$ cat config.mk
export PLATFORM = sky130hd
export DESIGN_NAME = exu_oitf_flat
export DESIGN_NICKNAME = d
export VERILOG_FILES = /design/src/rtl/exu_oitf_if.sv /design/src/rtl/exu_oitf.sv /design/src/flat_wrapper.sv
export SDC_FILE = /design/constraint.sdc
export NUM_CORES = 1
export LEC_CHECK = 0
export ABC_CLOCK_PERIOD_IN_PS = 1710
export CAP_MARGIN = 20
export CORE_UTILIZATION = 30
export CTS_CLUSTER_SIZE = 20
export DETAILED_ROUTE_END_ITERATION = 7
export PLACE_DENSITY = 0.65
export SYNTH_ARGS = -nofsm -noshare
export SYNTH_HDL_FRONTEND = slang
export SYNTH_SLANG_ARGS = --single-unit
$ cat constraint.sdc
create_clock -name clk -period 1.71 [get_ports clk]
set_input_delay 0.342 -clock clk [delete_from_list [all_inputs] [get_ports clk]]
set_output_delay 0.342 -clock clk [all_outputs]
set_load 0.03 [all_outputs]
$ cat src/rtl/exu_oitf_if.sv
// Handshake bundle between EXU dispatch/write-back and the OITF.
// Optional macro OITF_PC_EN adds the ret_pc signal.
interface exu_oitf_if #(
   parameter int unsigned ITAG_W  = 1,
   parameter int unsigned RFIDX_W = 5,
   parameter int unsigned PC_W    = 32
) ();

   // Dispatch side
   logic               dis_ena;
   logic               dis_ready;
   logic [ITAG_W-1:0]  dis_ptr;
   logic               dis_rs1en;
   logic               dis_rs2en;
   logic               dis_rdwen;
   logic [RFIDX_W-1:0] dis_rs1idx;
   logic [RFIDX_W-1:0] dis_rs2idx;
   logic [RFIDX_W-1:0] dis_rdidx;
   logic [PC_W-1:0]    dis_pc;

   // Hazard results
   logic               oitfrd_match_disprs1;
   logic               oitfrd_match_disprs2;
   logic               oitfrd_match_disprd;

   // Retire side
   logic               ret_ena;
   logic [ITAG_W-1:0]  ret_ptr;
   logic [RFIDX_W-1:0] ret_rdidx;
   logic               ret_rdwen;
`ifdef OITF_PC_EN
   logic [PC_W-1:0]    ret_pc;
`endif

   logic               oitf_empty;

   // Dispatch / write-back logic
   modport master (
      output dis_ena, dis_rs1en, dis_rs2en, dis_rdwen,
      output dis_rs1idx, dis_rs2idx, dis_rdidx, dis_pc, ret_ena,
      input  dis_ready, dis_ptr,
      input  oitfrd_match_disprs1, oitfrd_match_disprs2, oitfrd_match_disprd,
      input  ret_ptr, ret_rdidx, ret_rdwen, oitf_empty
`ifdef OITF_PC_EN
      , input ret_pc
`endif
   );

   // The OITF itself
   modport slave (
      input  dis_ena, dis_rs1en, dis_rs2en, dis_rdwen,
      input  dis_rs1idx, dis_rs2idx, dis_rdidx, dis_pc, ret_ena,
      output dis_ready, dis_ptr,
      output oitfrd_match_disprs1, oitfrd_match_disprs2, oitfrd_match_disprd,
      output ret_ptr, ret_rdidx, ret_rdwen, oitf_empty
`ifdef OITF_PC_EN
      , output ret_pc
`endif
   );

endinterface

$ cat src/rtl/exu_oitf.sv
// Outstanding Instruction Track FIFO: tracks long-pipe instructions from
// dispatch to in-order write-back and flags RAW/WAW hazards for dispatch.
// Optional macro OITF_PC_EN: store each entry's PC and drive ret_pc.
module exu_oitf #(
   parameter int unsigned OITF_DEPTH = 2,
   parameter int unsigned RFIDX_W    = 5,
   parameter int unsigned PC_W       = 32
) (
   input logic       clk,
   input logic       rst,
   exu_oitf_if.slave oitf
);

   localparam int unsigned      ItagW   = (OITF_DEPTH > 1) ? $clog2(OITF_DEPTH) : 1;
   localparam logic [ItagW-1:0] LastIdx = ItagW'(OITF_DEPTH - 1);

   // Pointers with wrap flags
   logic [ItagW-1:0] alc_ptr_q, alc_ptr_d;
   logic             alc_flg_q, alc_flg_d;
   logic [ItagW-1:0] ret_ptr_q, ret_ptr_d;
   logic             ret_flg_q, ret_flg_d;

   // Entry storage
   logic [OITF_DEPTH-1:0] vld_q, vld_d;
   logic [OITF_DEPTH-1:0] rdwen_q, rdwen_d;
   logic [RFIDX_W-1:0]    rdidx_q [OITF_DEPTH];
   logic [RFIDX_W-1:0]    rdidx_d [OITF_DEPTH];
`ifdef OITF_PC_EN
   logic [PC_W-1:0]       pc_q [OITF_DEPTH];
   logic [PC_W-1:0]       pc_d [OITF_DEPTH];
`else
   logic                  unused_dis_pc;
   assign unused_dis_pc = ^oitf.dis_pc;
`endif

   logic empty;
   logic full;
   logic alc_fire;
   logic ret_fire;

   assign empty    = (alc_ptr_q == ret_ptr_q) & (alc_flg_q == ret_flg_q);
   assign full     = (alc_ptr_q == ret_ptr_q) & (alc_flg_q != ret_flg_q);
   // Illegal requests are dropped; allocate and retire never hit the same slot.
   assign alc_fire = oitf.dis_ena & ~full;
   assign ret_fire = oitf.ret_ena & ~empty;

   // Next-state: allocate into alc_ptr, retire from ret_ptr, advance pointers
   always_comb begin
      alc_ptr_d = alc_ptr_q;
      alc_flg_d = alc_flg_q;
      ret_ptr_d = ret_ptr_q;
      ret_flg_d = ret_flg_q;
      vld_d     = vld_q;
      rdwen_d   = rdwen_q;
      rdidx_d   = rdidx_q;
`ifdef OITF_PC_EN
      pc_d      = pc_q;
`endif
      if (alc_fire) begin
         vld_d[alc_ptr_q]   = 1'b1;
         rdwen_d[alc_ptr_q] = oitf.dis_rdwen;
         rdidx_d[alc_ptr_q] = oitf.dis_rdidx;
`ifdef OITF_PC_EN
         pc_d[alc_ptr_q]    = oitf.dis_pc;
`endif
         if (alc_ptr_q == LastIdx) begin
            alc_ptr_d = '0;
            alc_flg_d = ~alc_flg_q;
         end else begin
            alc_ptr_d = alc_ptr_q + ItagW'(1);
         end
      end
      if (ret_fire) begin
         vld_d[ret_ptr_q] = 1'b0;
         if (ret_ptr_q == LastIdx) begin
            ret_ptr_d = '0;
            ret_flg_d = ~ret_flg_q;
         end else begin
            ret_ptr_d = ret_ptr_q + ItagW'(1);
         end
      end
   end

   // State registers, cleared asynchronously
   always_ff @(posedge clk or posedge rst) begin
      if (rst) begin
         alc_ptr_q <= '0;
         alc_flg_q <= 1'b0;
         ret_ptr_q <= '0;
         ret_flg_q <= 1'b0;
         vld_q     <= '0;
         rdwen_q   <= '0;
         for (int i = 0; i < OITF_DEPTH; i++) begin
            rdidx_q[i] <= '0;
`ifdef OITF_PC_EN
            pc_q[i]    <= '0;
`endif
         end
      end else begin
         alc_ptr_q <= alc_ptr_d;
         alc_flg_q <= alc_flg_d;
         ret_ptr_q <= ret_ptr_d;
         ret_flg_q <= ret_flg_d;
         vld_q     <= vld_d;
         rdwen_q   <= rdwen_d;
         for (int i = 0; i < OITF_DEPTH; i++) begin
            rdidx_q[i] <= rdidx_d[i];
`ifdef OITF_PC_EN
            pc_q[i]    <= pc_d[i];
`endif
         end
      end
   end

   // Hazard compare against registered entries only (no same-cycle bypass)
   logic hit_rs1;
   logic hit_rs2;
   logic hit_rd;
   always_comb begin
      hit_rs1 = 1'b0;
      hit_rs2 = 1'b0;
      hit_rd  = 1'b0;
      for (int i = 0; i < OITF_DEPTH; i++) begin
         hit_rs1 = hit_rs1 | (vld_q[i] & rdwen_q[i] & (rdidx_q[i] == oitf.dis_rs1idx));
         hit_rs2 = hit_rs2 | (vld_q[i] & rdwen_q[i] & (rdidx_q[i] == oitf.dis_rs2idx));
         hit_rd  = hit_rd  | (vld_q[i] & rdwen_q[i] & (rdidx_q[i] == oitf.dis_rdidx));
      end
   end

   // x0 is never a hazard
   assign oitf.oitfrd_match_disprs1 = oitf.dis_rs1en & (oitf.dis_rs1idx != '0) & hit_rs1;
   assign oitf.oitfrd_match_disprs2 = oitf.dis_rs2en & (oitf.dis_rs2idx != '0) & hit_rs2;
   assign oitf.oitfrd_match_disprd  = oitf.dis_rdwen & (oitf.dis_rdidx  != '0) & hit_rd;

   assign oitf.dis_ready  = ~full;
   assign oitf.dis_ptr    = alc_ptr_q;
   assign oitf.ret_ptr    = ret_ptr_q;
   assign oitf.oitf_empty = empty;
   assign oitf.ret_rdidx  = rdidx_q[ret_ptr_q];
   assign oitf.ret_rdwen  = rdwen_q[ret_ptr_q];
`ifdef OITF_PC_EN
   assign oitf.ret_pc     = pc_q[ret_ptr_q];
`endif

`ifndef SYNTHESIS
   // Dispatch must not allocate into a full FIFO
   dis_when_full_a : assert property (@(posedge clk) disable iff (rst)
      !(oitf.dis_ena && full))
      else $error("exu_oitf: dis_ena while full");

   // Write-back must not retire from an empty FIFO
   ret_when_empty_a : assert property (@(posedge clk) disable iff (rst)
      !(oitf.ret_ena && empty))
      else $error("exu_oitf: ret_ena while empty");
`endif

endmodule

$ cat src/flat_wrapper.sv
// flat-port wrapper written by rule: the top's interface ports become plain ports
module exu_oitf_flat 
#(
   parameter int unsigned OITF_DEPTH = 2,
   parameter int unsigned RFIDX_W    = 5,
   parameter int unsigned PC_W       = 32
)
  (clk, rst, oitf_dis_ena, oitf_dis_rs1en, oitf_dis_rs2en, oitf_dis_rdwen, oitf_dis_rs1idx, oitf_dis_rs2idx, oitf_dis_rdidx, oitf_dis_pc, oitf_ret_ena, oitf_dis_ready, oitf_dis_ptr, oitf_oitfrd_match_disprs1, oitf_oitfrd_match_disprs2, oitf_oitfrd_match_disprd, oitf_ret_ptr, oitf_ret_rdidx, oitf_ret_rdwen, oitf_oitf_empty);
  exu_oitf_if #(.ITAG_W(1), .RFIDX_W(RFIDX_W), .PC_W(PC_W)) oitf_i ();
  input logic clk;
  input logic rst;
  input wire logic [$bits(oitf_i.dis_ena)-1:0] oitf_dis_ena;
  input wire logic [$bits(oitf_i.dis_rs1en)-1:0] oitf_dis_rs1en;
  input wire logic [$bits(oitf_i.dis_rs2en)-1:0] oitf_dis_rs2en;
  input wire logic [$bits(oitf_i.dis_rdwen)-1:0] oitf_dis_rdwen;
  input wire logic [$bits(oitf_i.dis_rs1idx)-1:0] oitf_dis_rs1idx;
  input wire logic [$bits(oitf_i.dis_rs2idx)-1:0] oitf_dis_rs2idx;
  input wire logic [$bits(oitf_i.dis_rdidx)-1:0] oitf_dis_rdidx;
  input wire logic [$bits(oitf_i.dis_pc)-1:0] oitf_dis_pc;
  input wire logic [$bits(oitf_i.ret_ena)-1:0] oitf_ret_ena;
  output wire logic [$bits(oitf_i.dis_ready)-1:0] oitf_dis_ready;
  output wire logic [$bits(oitf_i.dis_ptr)-1:0] oitf_dis_ptr;
  output wire logic [$bits(oitf_i.oitfrd_match_disprs1)-1:0] oitf_oitfrd_match_disprs1;
  output wire logic [$bits(oitf_i.oitfrd_match_disprs2)-1:0] oitf_oitfrd_match_disprs2;
  output wire logic [$bits(oitf_i.oitfrd_match_disprd)-1:0] oitf_oitfrd_match_disprd;
  output wire logic [$bits(oitf_i.ret_ptr)-1:0] oitf_ret_ptr;
  output wire logic [$bits(oitf_i.ret_rdidx)-1:0] oitf_ret_rdidx;
  output wire logic [$bits(oitf_i.ret_rdwen)-1:0] oitf_ret_rdwen;
  output wire logic [$bits(oitf_i.oitf_empty)-1:0] oitf_oitf_empty;
  assign oitf_i.dis_ena = oitf_dis_ena;
  assign oitf_i.dis_rs1en = oitf_dis_rs1en;
  assign oitf_i.dis_rs2en = oitf_dis_rs2en;
  assign oitf_i.dis_rdwen = oitf_dis_rdwen;
  assign oitf_i.dis_rs1idx = oitf_dis_rs1idx;
  assign oitf_i.dis_rs2idx = oitf_dis_rs2idx;
  assign oitf_i.dis_rdidx = oitf_dis_rdidx;
  assign oitf_i.dis_pc = oitf_dis_pc;
  assign oitf_i.ret_ena = oitf_ret_ena;
  assign oitf_dis_ready = oitf_i.dis_ready;
  assign oitf_dis_ptr = oitf_i.dis_ptr;
  assign oitf_oitfrd_match_disprs1 = oitf_i.oitfrd_match_disprs1;
  assign oitf_oitfrd_match_disprs2 = oitf_i.oitfrd_match_disprs2;
  assign oitf_oitfrd_match_disprd = oitf_i.oitfrd_match_disprd;
  assign oitf_ret_ptr = oitf_i.ret_ptr;
  assign oitf_ret_rdidx = oitf_i.ret_rdidx;
  assign oitf_ret_rdwen = oitf_i.ret_rdwen;
  assign oitf_oitf_empty = oitf_i.oitf_empty;
  exu_oitf #(.OITF_DEPTH(OITF_DEPTH), .RFIDX_W(RFIDX_W), .PC_W(PC_W)) u_core (.clk(clk), .rst(rst), .oitf(oitf_i));
endmodule
==> run_results.csv, run 1 <==
group,metric,value,unit
status,status,"finished, violations left",
status,violations,"setup timing",
sta,rsz0062_at_grt,"true",
worst_setup_path,end_kind,"primary output",
min_path,hold_class,"primary input to async pin",
layout,drive_gt1_share,46.2,%
sta,worst_pin_slew,0.279,ns
floorplanning,io_pins,67,
route,via_per_inst,4.77,
global_route,antenna_found_initial,0,
worst_setup_path,regToRegStartpoint,"u_core.ret_flg_q",
clock_network,cts_max_level,1,
global_route,grt_pass1_wl,5240,µm
route,initialDrtViolationCount,33,
sta,period_needed,1.97,ns
floorplanning,start_util,31.9,%
power_and_ir_drop,cellLeakagePower,0.882,nW
placed_design,dp_hpwl,2290,µm
clock_network,cts_tree,"yes",
sta,post-route-period-util,115,%
clock_network,cts.sinks,18,
synthesis,yosys_warnings,0,
sta,slew_headroom,81.2,%
layout,area_growth,65.3,%
synthesis,yosysSeqAreaShare,38.1,%
run,max_cap_viol_count,0,
clock_network,ctsHoldBuffers,0,
clock_network,cts_inserted_buffers,3,
clock_network,clk_latency,0.25,ns
power_and_ir_drop,power,4.07,mW
route,via_count,1045,
route,wl_per_cell,14.7,µm
layout,final_common_cell,"xor2_1",
synthesis,postSynthCellCount,107,
power_and_ir_drop,power.density,2080,nW/µm²
power_and_ir_drop,ir_worst_vdd,0.000785,V
global_route,grt_max_degree,19,
layout,fin_area,1960,µm²
sta,setup_viol,3,
clock_network,path_clk_slew,0.07,ns
synthesis,synth.avg_cell_area,11.1,µm²
floorplanning,dieArea,4200,µm²
floorplanning,core,3720,µm²
sta,drv_slew,0,
worst_setup_path,startpoint,"u_core.rdidx_q[9]",
global_route,grt-ovfl-total,0,
route,routed_wl,3220,µm
layout,num-nets-final,226,
sta,hold_viol_final,0,
worst_setup_path,cp.arrival,1.63,ns
worst_setup_path,worstSetupPathType,"flop to primary output",
placed_design,gp_congestion,0.823,
floorplanning,die_w,64.8,µm
floorplanning,die_h,64.8,µm
sta,finClkSkew,0.00123,ns
synthesis,synth-seq-cells,18,
sta,setup_slack,-0.259,ns
worst_setup_path,required,1.37,ns
route,drtAntennaViolNets,0,
route,drc_errors,0,
layout,nFillCells,335,
floorplanning,row_count,22,
clock_network,root_buffer,"clkbuf_8",
synthesis,netlist_area,1180,µm²
clock_network,clock_path_buffers,2,
sta,whs,0.406,ns
global_route,grt.total_usage,16.8,%
synthesis,syn_nets,161,
layout,final_cell_mix,"xor2_1 (25), buf_4 (24), dlygate4sd2_1 (15)",
placed_design,placed_area,1740,µm²
sta,clock.fmax,0.508,GHz
route,firstDrtPassIters,3,
placed_design,io_buffer_count,34,
worst_setup_path,cp_max_fo,5,
global_route,grt_pass1_vias,1104,
layout,diodes,0,
synthesis,yosysUniqueCellTypes,18,
worst_setup_path,startpoint_type,"flop",
-- sequential cells by signal, indices dropped and copies added, names as in the netlist --
| register | flops |
|---|---|
| u_core.vld_q | 2 |
| u_core.ret_flg_q | 1 |
| u_core.rdidx_q | 10 |
| u_core.alc_flg_q | 1 |
| u_core.rdwen_q | 2 |
| u_core.oitf.ret_ptr | 1 |
| u_core.oitf.dis_ptr | 1 |
-- cells by family after synthesis --
logic type / after synthesis / synth area share, %
AO/OA/AOI/OAI: 10 / 4.65
XOR/XNOR: 36 / 26.6
buffers and inverters: 4 / 1.59
flip-flops: 18 / 38.1
multiplexers: 18 / 17.1
AND/OR/NAND/NOR: 21 / 11.9
-- metal layers --
| metal | part of all wire, % | global-route usage [%] |
|---|---|---|
| met2 | 50 | 27.2 |
| met5 | 0 | 0 |
| met1 | 44 | 21.8 |
| met4 | 3.8 | 9.72 |
| met3 | 2.8 | 1.41 |
-- through the flow --
step / utilization (%) / std cells / TNS, ns / setup WS, ns
after CTS: 51.0 / 218 / -0.851 / -0.296
after floorplan: - / 107 / -0.0597 / -0.0298
after detailed placement: 46.9 / 206 / -1.62 / -0.438
final: 52.7 / 219 / -0.740 / -0.259
after global routing: 52.7 / 219 / -1.07 / -0.385
after global placement: 46.9 / 206 / -1.53 / -0.412
-- critical path: stages (launching register included) --
cell and delay [ns]:
dfrtp_2 0.45, xor2_1 0.17, nor4_1 0.28, nand4_1 0.15
a21oi_2 0.17, buf_6 0.15
-- cell type report --
class / instances / area (µm²) / share of cell area (%)
Multi-Input combinational cell: 85 / 805 / 41.1
Timing Repair Buffer: 61 / 562 / 28.7
Sequential cell: 18 / 464 / 23.7
Clock buffer: 4 / 55.1 / 2.81
Inverter: 3 / 11.3 / 0.575
Tap cell: 48 / 60.1 / 3.07
-- repair_timing --
item | CTS | global route
hold endpoints to repair | 0 | 0
endpoints found under the setup margin | 25 | 23
cloned | 0 | 0
pin swaps | 16 | 8
setup buffers | 8 | 3
gates resized for setup | 69 | 22
-- report_power, final --
group	total, mW	internal (mW)	leakage (nW)	switching [mW]
clock network	0.340	0.204	0.0288	0.136
logic	2.70	1.51	0.653	1.20
registers	1.02	0.683	0.200	0.339
total	4.07	2.39	0.882	1.67
-- Yosys cell counts --
| cell type | n | area (µm²) |
|---|---|---|
| a21boi_0 | 1 | 7.51 |
| a21oi_1 | 4 | 20.0 |
| buf_4 | 1 | 7.51 |
| dfrtp_1 | 18 | 450 |
| inv_1 | 3 | 11.3 |
| mux2_2 | 18 | 203 |
| nand2_1 | 1 | 3.75 |
| nand3_2 | 1 | 10.0 |
| nand3b_2 | 1 | 11.3 |
| nand4_1 | 6 | 37.5 |
| nor2_1 | 2 | 7.51 |
| nor4_1 | 6 | 37.5 |
| o211ai_1 | 1 | 7.51 |
| o21ai_0 | 4 | 20.0 |
| or2b_4 | 1 | 11.3 |
| or4_1 | 3 | 22.5 |
| xnor2_1 | 10 | 87.6 |
| xor2_1 | 26 | 228 |
-- final timing paths --
check	end	slack, ns	cells after the start
max	oitf_oitfrd_match_disprd	-0.26	5
min	u_core.rdidx_q[5]	0.41	3
max reg2reg	u_core.rdidx_q[7]	0.04	5
min reg2reg	u_core.alc_flg_q	0.51	1
max in group asynchronous	u_core.oitf.ret_ptr	1.09	3
min in group clk	u_core.alc_flg_q	0.51	1
Note: power is estimated with default switching activity, not from simulation.
==> inputs of run 2 (changes only) <==
--- a/config.mk
+++ b/config.mk
@@ -7,6 +7,7 @@
 export LEC_CHECK = 0
 export ABC_CLOCK_PERIOD_IN_PS = 1710
 export CAP_MARGIN = 20
+export CORE_MARGIN = 1.5
 export CORE_UTILIZATION = 30
 export CTS_CLUSTER_SIZE = 20
 export DETAILED_ROUTE_END_ITERATION = 7
==> run 2 against run 1 <==
Against the previous run:
- the run still ends with setup timing left
- global-route usage rose by 0.96 points
- sequential power barely moved
- flip-flop and latch count did not move
- worst hold slack got worse by 0.0066 ns
- first-iteration DRC count rose by 18%
- sequential share of layout area fell by 0.40 points
- core utilization rose by 0.61 points
- critical path depth did not move
- via count rose by 4.8%
- clock power rose by 5.9%
- critical path type unchanged
==> run_results.csv, run 2 (synthesis gave the netlist of run 1 again) <==
group,metric,value,unit
status,status,"finished, violations left",
status,violations,"setup timing",
layout,drive_gt1_share,48.0,%
floorplanning,start_util,31.9,%
clock_network,cts_inserted_buffers,3,
power_and_ir_drop,p_seq_share,24.6,%
route,wl_per_cell,16.0,µm
sta,rsz0062_at_grt,"true",
sta,fin_setup_tns,-0.755,ns
layout,regMostFlops,"u_core.rdidx_q",
layout,seq_area,462,µm²
floorplanning,row_count,22,
min_path,hold_class,"primary input to async pin",
layout,reg.largest.list,"u_core.rdidx_q x10, u_core.rdwen_q x2, u_core.vld_q x2",
worst_setup_path,startpoint_type,"flop",
global_route,grt_pass1_wl,5710,µm
sta,finClkSkew,0.00196,ns
power_and_ir_drop,ir_worst_vdd,0.000627,V
floorplanning,dieArea,4330,µm²
sta,slew_headroom,79.3,%
power_and_ir_drop,cellLeakagePower,0.891,nW
run,max_cap_viol_count,0,
route,via_count,1095,
worst_setup_path,path_delay_family,"flip-flops",
power_and_ir_drop,clkPwrFrac,8.6,%
sta,hold_viol_final,0,
worst_setup_path,crit_cells,5,
worst_setup_path,cp_cell_sequence,"xor2_1, nor4_1, nand4_1, a21oi_2, buf_6",
route,routed_wl,3540,µm
clock_network,clock_path_buffers,2,
sta,period_needed,1.97,ns
clock_network,clk_latency,0.26,ns
sta,post-route-period-util,115,%
route,firstDrtPassIters,3,
layout,multiInputGateArea,831,µm²
sta,clock.fmax,0.507,GHz
route,drtAntennaViolNets,0,
sta,setup_slack,-0.263,ns
power_and_ir_drop,intPower,2.39,mW
worst_setup_path,worstSetupPathType,"flop to primary output",
worst_setup_path,critPathMaxStageDelay,0.46,ns
worst_setup_path,crit_buf_inv,1,
floorplanning,die_h,65.8,µm
clock_network,cts_tree,"yes",
worst_setup_path,reg2reg_depth,6,
sta,setup_viol,4,
placed_design,gp_congestion,0.817,
global_route,antenna_found_initial,0,
power_and_ir_drop,power_switching,1.77,mW
global_route,grt_pass1_vias,1181,
layout,area_growth,67.2,%
layout,final_common_cell,"xor2_1",
worst_setup_path,critPathSlowestCell,"dfrtp_2",
global_route,grt_max_degree,19,
layout,diodes,0,
clock_network,cts_max_level,1,
floorplanning,die_w,65.8,µm
sta,worst_pin_slew,0.307,ns
floorplanning,io_pins,67,
worst_setup_path,end_kind,"primary output",
route,drc_errors,0,
placed_design,dp_hpwl,2530,µm
layout,nFillCells,332,
global_route,grt.total_usage,17.8,%
worst_setup_path,cp_max_fo,4,
clock_network,cts.sinks,18,
floorplanning,core,3720,µm²
power_and_ir_drop,switching_share,42.6,%
sta,drv_slew,0,
layout,largest_reg_flops,10,
layout,utilization,53.3,%
clock_network,path_clk_slew,0.07,ns
layout,num-nets-final,228,
route,initialDrtViolationCount,39,
clock_network,root_buffer,"clkbuf_8",
power_and_ir_drop,power.density,2100,nW/µm²
layout,final_cell_mix,"xor2_1 (24), buf_4 (23), dlygate4sd2_1 (15)",
worst_setup_path,cp.arrival,1.63,ns
global_route,grt-ovfl-total,0,
worst_setup_path,required,1.37,ns
power_and_ir_drop,pwr-share-comb,66.8,%
power_and_ir_drop,power,4.16,mW
route,via_per_inst,4.95,
placed_design,io_buffer_count,34,
## run 2: cell count changes in the layout (fill, tap and decap cells not counted), moves of 2 or more
cell / before / now
dfrtp_2: 11 / 9
dfrtp_1: 7 / 9
buf_2: 0 / 4
o21ai_0: 3 / 1
## run 2: final timing paths
path / startpoint / end / slack [ns]
setup / recovery: u_core.rdidx_q[2] / oitf_oitfrd_match_disprd / -0.26
hold / removal: rst / u_core.rdidx_q[4] / 0.40
setup reg to reg: u_core.oitf.ret_ptr / u_core.rdidx_q[4] / 0.04
hold reg to reg: u_core.alc_flg_q / u_core.alc_flg_q / 0.52
max in group asynchronous: rst / u_core.oitf.ret_ptr / 1.09
min in group clk: u_core.alc_flg_q / u_core.alc_flg_q / 0.52
## run 2: power groups by stage
| stage | Clock [mW] | Sequential, mW | Combinational (mW) |
|---|---|---|---|
| 2_1_floorplan | 0 | 0.973 | 1.42 |
| 3_3_place_gp | 0 | 0.995 | 2.21 |
| 3_5_place_dp | 0 | 1.01 | 2.24 |
| 4_1_cts | 0.369 | 0.997 | 2.48 |
| 5_1_grt | 0.399 | 1.05 | 2.97 |
| 6_report | 0.360 | 1.02 | 2.78 |
## run 2: cell type report
type                       count  share of cell area [%]
clock buffer                   4                    2.78
inverter                       3                   0.569
multi-input combinational     85                    42.0
sequential                    18                    23.3
tap                           48                    3.03
timing repair buffer          63                    28.3
## run 2: metal layers
layer	share of wire (%)	vias up	track usage, %
li1	-	517	-
met1	43	538	20.6
met2	50	31	31.9
met3	3.8	9	1.53
met4	3.0	0	9.90
met5	0	-	0
## run 2: what timing repair did
action | CTS | global route
buffers inserted | 9 | 1
pin swaps | 19 | 12
hold buffers | 0 | 0
hold endpoints to repair | 0 | 0
resized for setup | 52 | 25
setup endpoints to repair | 17 | 21
## run 2: per-stage QoR
stage               instance area, µm²  cells  hold WS, ns  worst slack [ns]
floorplan                         1230    107        0.280           -0.0298
global placement                  1750    207        0.480            -0.433
detailed placement                1750    207        0.486            -0.461
CTS                               1890    220        0.398            -0.268
global route                      1980    221        0.418            -0.353
finish                            1980    221        0.399            -0.263
## run 2: worst register-to-register path, cell delays in order, from the launching register on
cell     delay [ns]
dfrtp_2        0.41
buf_6          0.14
xor2_4         0.15
or2b_4         0.28
buf_6          0.12
nand3_4        0.15
mux2_4         0.32
==> inputs of run 3 (changes only) <==
--- a/config.mk
+++ b/config.mk
@@ -6,12 +6,13 @@
 export NUM_CORES = 1
 export LEC_CHECK = 0
 export ABC_CLOCK_PERIOD_IN_PS = 1710
-export CAP_MARGIN = 20
+export CAP_MARGIN = 40
 export CORE_MARGIN = 1.5
 export CORE_UTILIZATION = 30
 export CTS_CLUSTER_SIZE = 20
 export DETAILED_ROUTE_END_ITERATION = 7
 export PLACE_DENSITY = 0.65
+export SLEW_MARGIN = 15
 export SYNTH_ARGS = -nofsm -noshare
 export SYNTH_HDL_FRONTEND = slang
 export SYNTH_SLANG_ARGS = --single-unit
==> results of run 3 <==
Same layout as run 2: the final DEF is identical, and so are final timing and power.
